--- src/rtl/iob_asym_fifo_ctrl_pkg.sv ---
// Shared helpers for the asymmetric FIFO controller and RAM wrapper: clog2 and
// the width-ratio / address-width derivations.
`default_nettype none
package iob_asym_fifo_ctrl_pkg;

  function automatic int clog2(input int value);
    int r;
    r = 0;
    while ((1 << r) < value) r++;
    return r;
  endfunction

  function automatic int min_w(input int a, input int b);
    return (a < b) ? a : b;
  endfunction

  // Lanes of minimum width carried by one word of width 'this_w'.
  function automatic int ratio_of(input int this_w, input int other_w);
    return this_w / min_w(this_w, other_w);
  endfunction

  function automatic int port_addr_w(input int addr_w, input int ratio);
    return addr_w - clog2(ratio);
  endfunction

endpackage
`default_nettype wire

--- src/rtl/iob_asym_fifo_level.sv ---
// Occupancy counter in minimum-width units with full/empty decode from the
// registered level only.
`default_nettype none
module iob_asym_fifo_level #(
  parameter int ADDR_W  = 4,
  parameter int W_RATIO = 2,
  parameter int R_RATIO = 1
) (
  input  logic            clk,
  input  logic            rst_n,
  input  logic            flush,
  input  logic            w_acc,
  input  logic            r_acc,
  output logic [ADDR_W:0] level,
  output logic            w_full,
  output logic            r_empty
);

  localparam logic [ADDR_W:0] W_INC    = (ADDR_W + 1)'(W_RATIO);
  localparam logic [ADDR_W:0] R_DEC    = (ADDR_W + 1)'(R_RATIO);
  localparam logic [ADDR_W:0] FULL_THR = (ADDR_W + 1)'((1 << ADDR_W) - W_RATIO);

  logic [ADDR_W:0] level_q;
  logic [ADDR_W:0] level_d;

  // Intermediate wrap is harmless: the final result always lies in 0..2^ADDR_W.
  always_comb begin
    level_d = level_q;
    if (w_acc) level_d = level_d + W_INC;
    if (r_acc) level_d = level_d - R_DEC;
  end

  always_ff @(posedge clk or negedge rst_n) begin
    if (!rst_n)     level_q <= '0;
    else if (flush) level_q <= '0;
    else            level_q <= level_d;
  end

  assign level   = level_q;
  assign w_full  = (level_q > FULL_THR);
  assign r_empty = (level_q < R_DEC);

endmodule
`default_nettype wire

--- src/rtl/iob_asym_fifo_ctrl.sv ---
// Width-converting FIFO controller driving an external asymmetric 2-port RAM.
// Define IOB_ASYM_FIFO_CTRL_ERR_EN to add sticky w_overflow / r_underflow outputs.
`default_nettype none
module iob_asym_fifo_ctrl
  import iob_asym_fifo_ctrl_pkg::*;
#(
  parameter  int W_DATA_W = 16,
  parameter  int R_DATA_W = 8,
  parameter  int ADDR_W   = 4,
  localparam int W_RATIO  = ratio_of(W_DATA_W, R_DATA_W),
  localparam int R_RATIO  = ratio_of(R_DATA_W, W_DATA_W),
  localparam int W_ADDR_W = port_addr_w(ADDR_W, W_RATIO),
  localparam int R_ADDR_W = port_addr_w(ADDR_W, R_RATIO)
) (
  input  logic                clk,
  input  logic                rst_n,
  input  logic                flush,
  input  logic                w_en,
  input  logic [W_DATA_W-1:0] w_data,
  output logic                w_full,
  input  logic                r_en,
  output logic [R_DATA_W-1:0] r_data,
  output logic                r_valid,
  output logic                r_empty,
  output logic [ADDR_W:0]     level,
  output logic                mem_w_en,
  output logic [W_ADDR_W-1:0] mem_w_addr,
  output logic [W_DATA_W-1:0] mem_w_data,
  output logic                mem_r_en,
  output logic [R_ADDR_W-1:0] mem_r_addr,
  input  logic [R_DATA_W-1:0] mem_r_data
`ifdef IOB_ASYM_FIFO_CTRL_ERR_EN
  ,
  output logic                w_overflow,
  output logic                r_underflow
`endif
);

  logic [W_ADDR_W-1:0] wptr;
  logic [R_ADDR_W-1:0] rptr;
  logic                w_acc;
  logic                r_acc;

  // Requests are ignored during flush so the cleared state is not disturbed.
  assign w_acc = w_en & ~w_full & ~flush;
  assign r_acc = r_en & ~r_empty & ~flush;

  always_ff @(posedge clk or negedge rst_n) begin
    if (!rst_n) begin
      wptr    <= '0;
      rptr    <= '0;
      r_valid <= 1'b0;
    end else if (flush) begin
      wptr    <= '0;
      rptr    <= '0;
      r_valid <= 1'b0;
    end else begin
      if (w_acc) wptr <= wptr + W_ADDR_W'(1);
      if (r_acc) rptr <= rptr + R_ADDR_W'(1);
      r_valid <= r_acc;
    end
  end

  iob_asym_fifo_level #(
    .ADDR_W  (ADDR_W),
    .W_RATIO (W_RATIO),
    .R_RATIO (R_RATIO)
  ) u_level (
    .clk     (clk),
    .rst_n   (rst_n),
    .flush   (flush),
    .w_acc   (w_acc),
    .r_acc   (r_acc),
    .level   (level),
    .w_full  (w_full),
    .r_empty (r_empty)
  );

  assign mem_w_en   = w_acc;
  assign mem_w_addr = wptr;
  assign mem_w_data = w_data;
  assign mem_r_en   = r_acc;
  assign mem_r_addr = rptr;
  assign r_data     = mem_r_data;

`ifdef IOB_ASYM_FIFO_CTRL_ERR_EN
  always_ff @(posedge clk or negedge rst_n) begin
    if (!rst_n) begin
      w_overflow  <= 1'b0;
      r_underflow <= 1'b0;
    end else if (flush) begin
      w_overflow  <= 1'b0;
      r_underflow <= 1'b0;
    end else begin
      if (w_en & w_full)  w_overflow  <= 1'b1;
      if (r_en & r_empty) r_underflow <= 1'b1;
    end
  end
`endif

endmodule
`default_nettype wire

--- config.mk ---
export PLATFORM = sky130hd
export DESIGN_NAME = iob_asym_fifo_ctrl
export DESIGN_NICKNAME = d
export VERILOG_FILES = /design/src/rtl/iob_asym_fifo_ctrl_pkg.sv /design/src/rtl/iob_asym_fifo_level.sv /design/src/rtl/iob_asym_fifo_ctrl.sv
export SDC_FILE = /design/constraint.sdc
export NUM_CORES = 1
export LEC_CHECK = 0
export BUFFER_PORTS_ARGS = -buffer_cell sky130_fd_sc_hd__buf_2
export CAP_MARGIN = 20
export CORE_ASPECT_RATIO = 0.9
export CORE_MARGIN = 5
export CORE_UTILIZATION = 39
export CTS_CLUSTER_SIZE = 20
export DETAILED_ROUTE_END_ITERATION = 10
export MAX_ROUTING_LAYER = met4
export PLACE_DENSITY = 0.79
export SLEW_MARGIN = 20
export SYNTH_ARGS = -nofsm -noshare
export SYNTH_HDL_FRONTEND = slang
export SYNTH_HIERARCHICAL = 1
export SYNTH_SLANG_ARGS = --single-unit
--- constraint.sdc ---
create_clock -name clk -period 2.4 [get_ports clk]
set_input_delay 0.72 -clock clk [delete_from_list [all_inputs] [get_ports clk]]
set_output_delay 0.72 -clock clk [all_outputs]
set_load 0.01 [all_outputs]
Yosys cells after proc, flatten, opt, wreduce, memory -nomap -nowiden
Cells that the tools add are included.
{"block": "totals", "register_bits": 13, "inputBits": 29}
{"block": "op_classes", "reduce_logical": 2, "order_cmp": 2, "bitwise_logic": 7, "n_addsub": 4, "muxes": 8}
{"operator": "two-way mux 5 bit", "n": 3}
{"operator": "two-way mux 4 bit", "n": 2}
{"operator": "two-way mux 3 bit", "n": 2}
{"operator": "adder 5 x 2 -> 5 bit (second input constant)", "n": 1}
{"operator": "> comparator 5 x 4 -> 1 bit (second input constant)", "n": 1}
{"operator": "< comparator 5 x 1 -> 1 bit (second input constant)", "n": 1}
{"operator": "subtractor 5 x 1 -> 5 bit (second input constant)", "n": 1}
{"operator": "adder 4 x 1 -> 4 bit (second input constant)", "n": 1}
{"operator": "bitwise AND 1 bit", "n": 4}
{"operator": "nonzero test 2 bit", "n": 2}
{"operator": "adder 3 x 1 -> 3 bit (second input constant)", "n": 1}
{"operator": "inverter 1 bit", "n": 3}
{"operator": "two-way mux 1 bit", "n": 1}

Longest topological paths before layout
{"block": "logic_depth", "depth_word": 8, "ltp_mapped": 12, "depth_no_buf": 11}

Hierarchy
Netlist, hierarchy kept.
{"mod": "iob_asym_fifo_ctrl", "cells_per_inst": 57, "area_per_inst_um2": 550.5, "seq_area_each_um2": 200.2, "n_inst": 1}
{"mod": "iob_asym_fifo_level", "cells_per_inst": 38, "area_per_inst_um2": 371.6, "seq_area_each_um2": 125.1, "n_inst": 1}

Worst setup path before layout
Ideal clock, no wire load.
{"block": "synth_path", "kind": "flip-flop to flip-flop", "from": "register u_level.level_q[1] (netlist: u_level/level[1])", "to": "register u_level.level_q[4] (netlist: u_level/level[4])", "arrival_time_ns": 2.322, "slack_ns": -0.041, "path_stages_with_launch": 12, "path_buffers": 1, "path_cell_list": "dfrtp_1 ha_1 a31o_2 nand2b_1 nor2_1 buf_6 xnor2_1 ha_1 nand2_1 nand4b_1 xnor2_1 nor2_1"}
{"block": "synth_via", "elab_chain_cells": 8, "word_cells_on_any_way": 13, "cone_classes": "add/sub (2); order compare (2); mux (3); bitwise (6)"}
{"element": "start, declared", "line_no": "iob_asym_fifo_level.sv:23", "rtl": "logic [ADDR_W:0] level_q;"}
{"element": "start signal, assigned", "line_no": "iob_asym_fifo_level.sv:36", "rtl": "else level_q <= level_d;"}
{"element": "> comparator 5 x 4 -> 1 bit *", "line_no": "iob_asym_fifo_level.sv:40", "rtl": "assign w_full = (level_q > FULL_THR);"}
{"element": "net w_full", "line_no": "iob_asym_fifo_ctrl.sv:20", "rtl": "output logic w_full,"}
{"element": "inverter 1 bit *", "line_no": "iob_asym_fifo_ctrl.sv:45", "rtl": "assign w_acc = w_en & ~w_full & ~flush;"}
{"element": "bitwise AND 1 bit * (2 in a row)", "line_no": "iob_asym_fifo_ctrl.sv:45"}
{"element": "net mem_w_en", "line_no": "iob_asym_fifo_ctrl.sv:26", "rtl": "output logic mem_w_en,"}
{"element": "two-way mux 5 bit *", "line_no": "iob_asym_fifo_level.sv:29", "rtl": "if (w_acc) level_d = level_d + W_INC;"}
{"element": "subtractor 5 x 1 -> 5 bit", "line_no": "iob_asym_fifo_level.sv:30", "rtl": "if (r_acc) level_d = level_d - R_DEC;"}
{"element": "two-way mux 5 bit *", "line_no": "iob_asym_fifo_level.sv:30"}
{"element": "two-way mux 5 bit *", "line_no": "iob_asym_fifo_level.sv:35", "rtl": "else if (flush) level_q <= '0;"}
Mark *: on every way through the listed nets, which the timed path passes. The rest lies on a longest branch.
A chain may end at the register's enable or synchronous reset.

Worst setup path in the final report
{"block": "layout_path", "from": "register u_level.level_q[2] (netlist: u_level/level[2])", "to": "output port mem_w_en"}
{"block": "layout_via", "elab_chain_cells": 4}
{"element": "> comparator 5 x 4 -> 1 bit", "line_no": "iob_asym_fifo_level.sv:40"}
{"element": "inverter 1 bit", "line_no": "iob_asym_fifo_ctrl.sv:45"}
{"element": "bitwise AND 1 bit (2 in a row)", "line_no": "iob_asym_fifo_ctrl.sv:45"}
{"element": "end, declared", "line_no": "iob_asym_fifo_ctrl.sv:26"}
Every way passes these cells.

==> results.toml <==
[grt]
grt_usage = 0.121
grt_pass1_wl_mm = 3.02
grt_max_degree = 14
overflow = 0
grt_antenna_before_repair = 0
grt_pass1_vias = 628

[critical_path]
reg2reg_depth = 11
critPathCaptureType = "primary output"
crit_required_ns = 1.68
regToRegEndpoint = "u_level/level[4]"
r2r-start = "u_level/level[2]"
critical_path_class = "flop to primary output"
cp.arrival_ns = 1.60
rrSetupSlack_ns = 0.14
crit_path_start_kind = "flop"
cp_max_fo = 7

[synthesis]
syn-num-nets = 129
yosysSeqAreaShare = 0.353
synth_warnings = 6
syn_area_um2 = 922
ys_seq_elements = 13
yosys.cell_types.count = 28
avgSynthCellArea_um2 = 9.71
synthCells = 95

[power]
peakVddDrop_v = 0.000474
p_clk_frac = 0.151
p_leak_nw = 0.519
seq_power_share = 0.352
p_int_uw = 568
p_sw_uw = 332
powerDensity_nw_per_um2 = 901
total_power_uw = 899
switching_share = 0.369
comb_power_share = 0.497

[floorplan]
start_util = 0.415
rows = 16
die_area_um2 = 3440
core_um2 = 2220
io_pins = 70
die_w_um = 61.3
die_y_um = 56.1

[drt]
drt_iter0_markers = 12
drt_wl_total_mm = 1.91
drc = 0
final_antenna_net_count = 0
viasPerCell = 4.94
vias = 647
first_pass_iters = 4
routedWlPerCell_um = 14.6

[cells_and_area]
n_antenna_cell = 0
regArea_um2 = 329
final_common_cell = "buf_2"
fillCellCount = 208
post_route_cells_drive_above_1_share = 0.452
multi_input_area_um2 = 414
area_delta_synth_final_pct = 8.28
final_nets = 139
final_cell_mix = "21 x buf_2, 11 x nor2_1, 10 x dfrtp_1, 10 x buf_4"
fin_area_um2 = 998

[clocking]
insertion_delay_ns = 0.28
path_clk_slew_ns = 0.08
cts_root_buf = "clkbuf_4"
clockBufferDepth = 2
cts.sinks = 13
cts_made_buffers = 3
cts_tree = "built"
h-tree-depth = 1

[timing]
hold_violations = 0
skew_ns = 0.00880
fmax_mhz = 430
worstMarginPinSlew_ns = 0.299
relSlewSlack = 0.801
fin_setup_tns_ns = 0
min_period_ns = 2.32
grt_setup_unrepaired = "yes"
drv_slew = 0
min_period_over_period = 0.968
setup_viol = 0

[placement]
place_area_um2 = 906
portBuffers = 21
dp_hpwl_mm = 1.43
routabilityCongestion = 0.836

[run]
cap_violations = 0

[run_status]
status = "complete, no violations"

[worst_hold_path]
hold_path_class = "input pin to asynchronous set/reset pin"
==> final cells by class <==
type,count,share of cell area
Sequential cell,13,0.330
Multi-Input combinational cell,52,0.415
Timing Repair Buffer,31,0.180
Clock buffer,4,0.0263
Inverter,4,0.0150
Tap cell,27,0.0338
==> per-stage QoR <==
stage,setup slack (ns),utilization,hold slack [ns],cells
after global placement,0.246,0.408,0.524,122
after global routing,-0.00914,0.449,0.322,131
after floorplan,0.0340,-,0.424,95
final,0.0764,0.449,0.309,131
after detailed placement,0.145,0.408,0.541,122
after CTS,0.0155,0.434,0.322,127
==> worst max-delay path, cell delays in order (launching register included) <==
cell      delay (ns)
dfrtp_2         0.46
ha_2            0.20
a31o_2          0.25
nand2b_4        0.16
nor2_2          0.11
buf_2           0.14
==> metal layers <==
layer  track usage  vias to the layer above  share of wire
met5             -                        -              0
met4        0.0712                        0          0.031
met1         0.150                      291           0.40
li1              -                      307              -
met3        0.0394                       13          0.099
met2         0.168                       36           0.47
==> power by group through the flow <==
stage          clock network (mW)  logic, mW  registers (mW)
2_1_floorplan                   0      0.258           0.328
3_3_place_gp                    0      0.375           0.310
3_5_place_dp                    0      0.387           0.315
4_1_cts                     0.141      0.415           0.318
5_1_grt                     0.156      0.493           0.324
6_report                    0.136      0.447           0.317
==> flip-flops by register name (all words and copies together) (netlist names) <==
name,count
mem_r_addr,4
r_valid,1
mem_w_addr,3
u_level/level,5
==> worst max path at each step <==
stage                startpoint          endpoint  slack, ns  cells after the start
2_1_floorplan  u_level/level[1]  u_level/level[4]       0.03                     11
3_3_place_gp   u_level/level[1]  u_level/level[4]       0.25                      9
3_5_place_dp   u_level/level[1]  u_level/level[4]       0.14                     10
4_1_cts        u_level/level[0]          mem_w_en       0.02                      6
5_1_grt        u_level/level[2]          mem_w_en     -0.009                      5
6_report       u_level/level[2]          mem_w_en       0.08                      5
==> synth_stat cells <==
cell type / count / area (um2)
nand4_1: 1 / 6.26
nor4b_1: 1 / 8.76
mux2i_1: 3 / 30.0
o21ai_0: 1 / 5.00
and2_1: 2 / 12.5
and3b_1: 1 / 8.76
buf_4: 24 / 180
buf_6: 1 / 11.3
nand2_1: 1 / 3.75
inv_1: 4 / 15.0
a21bo_2: 1 / 10.0
a211oi_1: 1 / 7.51
o211ai_2: 1 / 12.5
dfrtp_1: 13 / 325
nand3_1: 2 / 10.0
a21oi_1: 1 / 5.00
nor2_1: 12 / 45.0
nand4b_1: 1 / 8.76
nand2b_4: 1 / 13.8
ha_1: 5 / 62.6
a31o_2: 1 / 8.76
or3_1: 1 / 6.26
xnor2_1: 5 / 43.8
nand2b_1: 1 / 6.26
nand3b_1: 3 / 22.5
xor2_1: 5 / 43.8
clkbuf_1: 1 / 3.75
nor3_1: 1 / 5.00
==> cell families after synthesis <==
logic type / after synthesis / synth area share
flip-flops: 13 / 0.353
AO/OA/AOI/OAI: 6 / 0.0529
adder cells (fa/ha/maj): 5 / 0.0678
AND/OR/NAND/NOR: 28 / 0.171
buffers and inverters: 30 / 0.228
XOR/XNOR: 10 / 0.0950
multiplexers: 3 / 0.0326
==> repair_timing <==
| item | in CTS | in global routing |
|---|---|---|
| cloned | 0 | 0 |
| gates resized for setup | 4 | 5 |
| buffers inserted | 1 | 4 |
| hold endpoints to repair | 0 | 0 |
| hold buffers | 0 | 0 |
| setup endpoints to repair | 3 | 4 |
| pin swaps | 1 | 0 |
Power figures use the tool's default switching activity.
